===== src/rtl/regfile_wb_arbiter_if.sv =====
// Writeback arbiter bus: two valid/ready write sources plus the registered
// register-file write port.
// The slave modport is the arbiter. The master modport is the surrounding
// pipeline, which drives both sources and observes the write port.
interface regfile_wb_arbiter_if;
    // Source A: ALU/immediate path
    logic        a_valid;
    logic [4:0]  a_addr;
    logic [31:0] a_data;
    logic        a_ready;

    // Source B: load/multiply-divide path
    logic        b_valid;
    logic [4:0]  b_addr;
    logic [31:0] b_data;
    logic        b_ready;

    // Register-file write port
    logic        WriteReg;
    logic [4:0]  wAddr;
    logic [31:0] wData;
    logic        last_b;

    modport slave (
        input  a_valid, a_addr, a_data,
        output a_ready,
        input  b_valid, b_addr, b_data,
        output b_ready,
        output WriteReg, wAddr, wData, last_b
    );

    modport master (
        output a_valid, a_addr, a_data,
        input  a_ready,
        output b_valid, b_addr, b_data,
        input  b_ready,
        input  WriteReg, wAddr, wData, last_b
    );
endinterface


===== src/rtl/regfile_wb_arbiter.sv =====
// Register-file writeback arbiter.
// Two sources share one write port. A has fixed priority. B is forced through
// after MAX_WAIT consecutive losses.
// One write is registered per cycle and launched on posedge, so it is stable
// when the register file samples it on the falling edge.
// Optional macro WBARB_DROP_R0_EN: writes to r0 are accepted but never raise
// WriteReg.
module regfile_wb_arbiter #(
    parameter int unsigned MAX_WAIT = 4  // legal range 1..7
) (
    input logic              clk,
    input logic              rst,  // asynchronous, active low
    regfile_wb_arbiter_if.slave bus
);

    localparam logic [2:0] MaxWait = 3'(MAX_WAIT);

    logic [2:0]  wait_cnt;  // consecutive cycles B was held off by A
    logic        aWin;
    logic        bWin;
    logic        xfer;
    logic        writeEn;
    logic [4:0]  winAddr;
    logic [31:0] winData;

    // Grant decision and winner selection; never grants both sources at once
    always_comb begin
        bWin        = bus.b_valid && (!bus.a_valid || (wait_cnt >= MaxWait));
        aWin        = bus.a_valid && !bWin;
        bus.a_ready = aWin;
        bus.b_ready = bWin;
        xfer        = aWin || bWin;
        winAddr     = bWin ? bus.b_addr : bus.a_addr;
        winData     = bWin ? bus.b_data : bus.a_data;
`ifdef WBARB_DROP_R0_EN
        // r0 writes complete the handshake but never reach the port
        writeEn     = xfer && (winAddr != 5'd0);
`else
        writeEn     = xfer;
`endif
    end

    // Starvation counter and registered write port
    always_ff @(posedge clk or negedge rst) begin
        if (!rst) begin
            wait_cnt     <= 3'd0;
            bus.WriteReg <= 1'b0;
            bus.wAddr    <= 5'd0;
            bus.wData    <= 32'd0;
            bus.last_b   <= 1'b0;
        end else begin
            if (aWin && bus.b_valid) begin
                if (wait_cnt != 3'd7) begin
                    wait_cnt <= wait_cnt + 3'd1;
                end
            end else begin
                wait_cnt <= 3'd0;
            end

            bus.WriteReg <= writeEn;
            // Address, data and source hold their last values between writes
            if (writeEn) begin
                bus.wAddr  <= winAddr;
                bus.wData  <= winData;
                bus.last_b <= bWin;
            end
        end
    end

endmodule


===== src/flat_wrapper.sv =====
// flat-port wrapper written by rule: the top's interface ports become plain ports
module regfile_wb_arbiter_flat 
#(
    parameter int unsigned MAX_WAIT = 4                     
)
  (clk, rst, bus_a_valid, bus_a_addr, bus_a_data, bus_a_ready, bus_b_valid, bus_b_addr, bus_b_data, bus_b_ready, bus_WriteReg, bus_wAddr, bus_wData, bus_last_b);
  regfile_wb_arbiter_if bus_i ();
  input logic clk;
  input logic rst;
  input wire logic [$bits(bus_i.a_valid)-1:0] bus_a_valid;
  input wire logic [$bits(bus_i.a_addr)-1:0] bus_a_addr;
  input wire logic [$bits(bus_i.a_data)-1:0] bus_a_data;
  output wire logic [$bits(bus_i.a_ready)-1:0] bus_a_ready;
  input wire logic [$bits(bus_i.b_valid)-1:0] bus_b_valid;
  input wire logic [$bits(bus_i.b_addr)-1:0] bus_b_addr;
  input wire logic [$bits(bus_i.b_data)-1:0] bus_b_data;
  output wire logic [$bits(bus_i.b_ready)-1:0] bus_b_ready;
  output wire logic [$bits(bus_i.WriteReg)-1:0] bus_WriteReg;
  output wire logic [$bits(bus_i.wAddr)-1:0] bus_wAddr;
  output wire logic [$bits(bus_i.wData)-1:0] bus_wData;
  output wire logic [$bits(bus_i.last_b)-1:0] bus_last_b;
  assign bus_i.a_valid = bus_a_valid;
  assign bus_i.a_addr = bus_a_addr;
  assign bus_i.a_data = bus_a_data;
  assign bus_a_ready = bus_i.a_ready;
  assign bus_i.b_valid = bus_b_valid;
  assign bus_i.b_addr = bus_b_addr;
  assign bus_i.b_data = bus_b_data;
  assign bus_b_ready = bus_i.b_ready;
  assign bus_WriteReg = bus_i.WriteReg;
  assign bus_wAddr = bus_i.wAddr;
  assign bus_wData = bus_i.wData;
  assign bus_last_b = bus_i.last_b;
  regfile_wb_arbiter #(.MAX_WAIT(MAX_WAIT)) u_core (.clk(clk), .rst(rst), .bus(bus_i));
endmodule

===== config.mk =====
export PLATFORM = sky130hd
export DESIGN_NAME = regfile_wb_arbiter_flat
export DESIGN_NICKNAME = d
export VERILOG_FILES = /design/src/rtl/regfile_wb_arbiter_if.sv /design/src/rtl/regfile_wb_arbiter.sv /design/src/flat_wrapper.sv
export SDC_FILE = /design/constraint.sdc
export NUM_CORES = 1
export LEC_CHECK = 0
export BUFFER_PORTS_ARGS = -buffer_cell sky130_fd_sc_hd__buf_2
export CAP_MARGIN = 20
export CORE_UTILIZATION = 40
export CTS_CLUSTER_DIAMETER = 30
export DETAILED_ROUTE_END_ITERATION = 8
export PLACE_DENSITY = 0.75
export SLEW_MARGIN = 20
export SYNTH_ARGS = -nofsm -noshare
export SYNTH_HDL_FRONTEND = slang
export SYNTH_SLANG_ARGS = --single-unit

===== constraint.sdc =====
create_clock -name clk -period 1.5 [get_ports clk]
set_input_delay 0.15 -clock clk [delete_from_list [all_inputs] [get_ports clk]]
set_output_delay 0.15 -clock clk [all_outputs]
set_load 0.1 [all_outputs]

* Yosys cells after proc, flatten, opt, wreduce, memory -nomap -nowiden
Index checks and enable logic that the tools add are counted.
** Cells by class
- $add $sub $neg :: 1
- Magnitude comparators :: 1
- Eq/ne operators :: 2
- Muxes and demuxes :: 4
- Reduce and logical (&&, ||, !) cells :: 7
** Operators by type and width (number)
- $mux W32 :: 1
- $mux W3 :: 2
- $mux W5 :: 1
- $add A3 B1 Y3 const B :: 1
- $ge A3 B3 Y1 const B :: 1
- $logic_and A1 B1 Y1 :: 3
- $ne A3 B3 Y1 const B :: 1
- $logic_not A1 Y1 :: 2
- $logic_or A1 B1 Y1 :: 2
- $ne A2 B2 Y1 const B :: 1
** Word-level totals
- Flip-flop bits (word level) :: 42
- Bits of input ports :: 78
- Output and inout port bits :: 41
- Logic and storage cells :: 20

* Longest topological paths before layout
- Depth after elaboration :: 7
- Mapped depth :: 5
- Mapped depth without buffers :: 4

* Worst setup path before layout
Ideal clock, no wire load.
- Kind :: register to register
- From :: register u_core.wait_cnt[2]
- To :: register u_core.bus.last_b
- Library setup time :: 156 ps
- Data arrival time :: 1600 ps
- Required time :: 1344 ps
- Setup slack :: -257 ps
- Stages on the path, launching flop included :: 6
- Path buffers :: 2
- Period minus slack after synthesis :: 1757 ps
- Cell sequence :: dfrtp_1 -> a21bo_1 -> buf_6 -> buf_2 -> inv_1 -> nor2_1
** Between the ends
- Word-level cells in the longest chain between the ends :: 6
** Ends and longest elaborated chain
- start: declaration :: line regfile_wb_arbiter.sv:18 : logic [2:0] wait_cnt;
- start signal: assignment :: line regfile_wb_arbiter.sv:54 : wait_cnt <= wait_cnt + 3'd1;
- $ge A3 B3 Y1 :: line regfile_wb_arbiter.sv:28 : bWin = bus.b_valid && (!bus.a_valid || (wait_cnt >= MaxWait));
- $logic_or A1 B1 Y1 :: line regfile_wb_arbiter.sv:28
- $logic_and A1 B1 Y1 :: line regfile_wb_arbiter.sv:28
- $logic_not A1 Y1 :: line regfile_wb_arbiter.sv:29 : aWin = bus.a_valid && !bWin;
- $logic_and A1 B1 Y1 :: line regfile_wb_arbiter.sv:29
- named net bus_a_ready :: line flat_wrapper.sv:13 : output wire logic [$bits(bus_i.a_ready)-1:0] bus_a_ready;
- $logic_or A1 B1 Y1 :: line regfile_wb_arbiter.sv:32 : xfer = aWin || bWin;
- end signal: assignment :: line regfile_wb_arbiter.sv:65 : bus.last_b <= bWin;
- end: declaration :: line regfile_wb_arbiter_if.sv:29 : output WriteReg, wAddr, wData, last_b
The timed path passes the listed nets, and every way through them passes these cells.
A chain may end at the register's enable or synchronous reset.

* Final worst setup path
- From :: register u_core.wait_cnt[2]
- To :: output port bus_a_ready
** Between the ends
- Word-level cells in the longest chain between the ends :: 5
** Ends and longest elaborated chain (line)
- $ge A3 B3 Y1 :: regfile_wb_arbiter.sv:28
- $logic_or A1 B1 Y1 :: regfile_wb_arbiter.sv:28
- $logic_and A1 B1 Y1 :: regfile_wb_arbiter.sv:28
- $logic_not A1 Y1 :: regfile_wb_arbiter.sv:29
- $logic_and A1 B1 Y1 :: regfile_wb_arbiter.sv:29
- end: declaration :: flat_wrapper.sv:13
No other way between the ends.

==> flow_summary_export.csv <==
group,metric,value,unit
floorplanning,num_rows,24,
detailed_routing,ant_nets,0,
floorplanning,boundaryPins,119,
timing,setup_viol,0,
synth,synth_top_area_share,54.26,%
power,p_total,3.303,mW
cells_and_area,layout_commonest_cell,"buf_2",
timing,min_period_over_period,95.37,%
timing,fin_setup_tns,0,ns
cells_and_area,layout_common_cells,"buf_2 (116), dfrtp_1 (42), o22a_1 (20), o21a_1 (20), mux2i_1 (18)",
synth,yosysWarnings,0,
cells_and_area,drive_gt1_share,48.63,%
timing,worstMarginPinSlew,0.4980,ns
cells_and_area,multi_input_area,792.0,um2
power,leakage,1.373,nW
cts,htree_num_levels,2,
floorplanning,die_y,71.59,um
global_route,grt-ovfl-total,0,
synth,synth-seq-area-share,54.26,%
critical_path,critPathRequiredTime,1.35,ns
global_route,grt_pass1_vias,1685,
detailed_routing,vias,1775,
floorplanning,core_area,4504,um2
run_status,status,"completed",
global_route,grt_pass1_wl,7.659,mm
cts,clock_latency,0.28,ns
cells_and_area,fill_cells,383,
critical_path,endpoint_kind,"primary output",
synth,synth.distinct_cells,21,
critical_path,worstReg2RegStart,"u_core.wait_cnt[2]",
detailed_routing,finalWirelength,4.936,mm
placement,place_congestion,0.7591,
min_path,min_from,"bus_b_data[1]",
placement,dp_hpwl,3.551,mm
critical_path,worstSetupStartpointType,"register",
detailed_routing,avgRoutedWirePerCell,14.35,um
detailed_routing,route.detailed.drc,0,
cts,cts.sinks,42,
critical_path,crit_start,"u_core.wait_cnt[2]",
detailed_routing,drt_iter0_markers,98,
power,p_per_area,1180,nW/um2
timing,period_needed,1.431,ns
synth,synth_nets,242,
synth,synth_area,1937,um2
timing,rsz0062_at_grt,"false",
power,vdd_ir_drop_max,674.7,uV
global_route,grt_start_max_net_pins,43,
timing,fmax,0.6990,GHz
synth,yosys-top-cells-area,"dfrtp_1 (54%), mux2i_1 (9.3%), o22a_1 (9.0%), o21a_1 (7.8%), o22ai_1 (5.5%)",
floorplanning,die_area,5124,um2
floorplanning,start_util,43.00,%
cells_and_area,finish.net_count,371,
cells_and_area,area_growth_syn_to_layout,44.57,%
cts,cts_tree,"yes",
cts,clock_path_buffers,2,
cts,cts_buffers,5,
cells_and_area,regArea,1051,um2
synth,synth_top_area_cell,"dfrtp_1",
min_path,worstHoldPathType,"primary input to register",
cells_and_area,diodes,0,
detailed_routing,viasPerCell,5.160,
timing,slew_viol_final,0,
timing,hold_violations,0,
timing,relSlewSlack,67.03,%
cts,clkTransAtPathRegs,0.08,ns
critical_path,cp_max_fo,3,
critical_path,path_class,"register to primary output",
synth,syn_avg_cell_area,11.96,um2
global_route,antenna_found_initial,0,
global_route,track_usage,19.29,%
detailed_routing,drt_first_pass_iters,4,
synth,synthCells,162,
critical_path,crit_arrival,1.28,ns
synth,ys_ff_latch,42,
floorplanning,die_w,71.59,um
flow_run,drv_cap,0,
cts,cts-root-buf,"clkbuf_8",
placement,io_buffers,118,
timing,finClkSkew,0.004917,ns
==> layout make-up <==
class	instances	area share, %
flip-flops and latches	42	37.53
clock inverters	1	0.1787
multi-input cells	105	28.28
repair buffers	134	28.06
inverters	3	0.5362
well taps	52	2.323
clock buffers	7	3.083
==> kinds of logic (layout without fill, tap and decap cells) <==
family	Yosys count	after routing	synth area share [%]
xor gates and xnor gates	1	1	0.4523
AOI/OAI and AO/OA	76	76	27.45
DFF	42	42	54.26
and+or+nand+nor	8	8	2.067
adders and majority gates	2	2	1.292
buffers and inverters	15	145	5.167
muxes	18	18	9.302
==> power by group <==
group | internal, mW | switching [mW]
clock network | 0.371 | 0.350
logic | 0.304 | 0.995
registers | 1.23 | 0.0493
total | 1.91 | 1.39
==> metal layers <==
metal / global-route usage, % / up-vias / wire length [um]
met5: 0 / - / 0
met4: 7.843 / 0 / 102
met3: 4.782 / 8 / 209
met2: 32.49 / 62 / 2491
met1: 23.90 / 829 / 2134
li1: - / 876 / -
==> Yosys cell counts <==
cell type,n
o22a_1,20
ha_1,2
nor2_1,4
nor3b_1,1
xor2_1,1
mux2i_1,18
dfrtp_1,42
clkinv_1,1
o21ai_1,1
nand2_1,1
a21oi_1,17
buf_4,2
inv_1,2
o21a_1,20
a21bo_1,1
o22ai_1,17
buf_2,5
buf_6,4
or2_1,1
nand3b_1,1
clkbuf_1,1
==> what timing repair did <==
| item | in CTS | in global routing |
|---|---|---|
| hold buffers | 1 | 0 |
| hold endpoints to repair | 42 | 0 |
| endpoints found under the setup margin | 1 | 1 |
| pin swaps | 0 | 1 |
| cloned | 0 | 1 |
| buffers inserted | 1 | 3 |
| resized for setup | 2 | 3 |
==> registers in the layout (all words and copies together), names as in the netlist <==
register	cells
u_core.bus.wAddr	5
u_core.bus.last_b	1
u_core.bus.wData	32
u_core.wait_cnt	3
u_core.bus.WriteReg	1
==> final timing paths <==
| path | slack, ns | cells past startpoint | to |
|---|---|---|---|
| worst min-delay path | 0.07 | 2 | u_core.bus.wData[1] |
| min in group asynchronous | 0.36 | 3 | u_core.bus.wData[7] |
| worst max-delay path | 0.07 | 4 | bus_a_ready |
| max in group asynchronous | 0.93 | 3 | u_core.bus.wData[16] |
| worst max register to register | 0.17 | 5 | u_core.bus.wData[16] |
| worst min register to register | 0.51 | 2 | u_core.bus.last_b |
==> critical path, cell delays in order (launching register included) <==
cell and delay [ns]:
dfrtp_1 0.39, a21bo_4 0.23, buf_12 0.13, clkinvlp_4 0.08, buf_12 0.17
==> per-stage QoR <==
stage	area [um2]	hold slack [ns]	instances	worst slack (ns)	util, %
final	2800	0.07367	344	0.06948	62.17
after global routing	2800	0.06493	344	0.01259	62.17
after CTS	2741	0.06766	340	0.01408	60.86
after detailed placement	2625	0.1446	330	0.1787	58.28
after global placement	2625	0.1399	330	0.2156	58.28
after floorplan	1943	-0.1456	162	0.006677	-
Power figures use the tool's default switching activity.
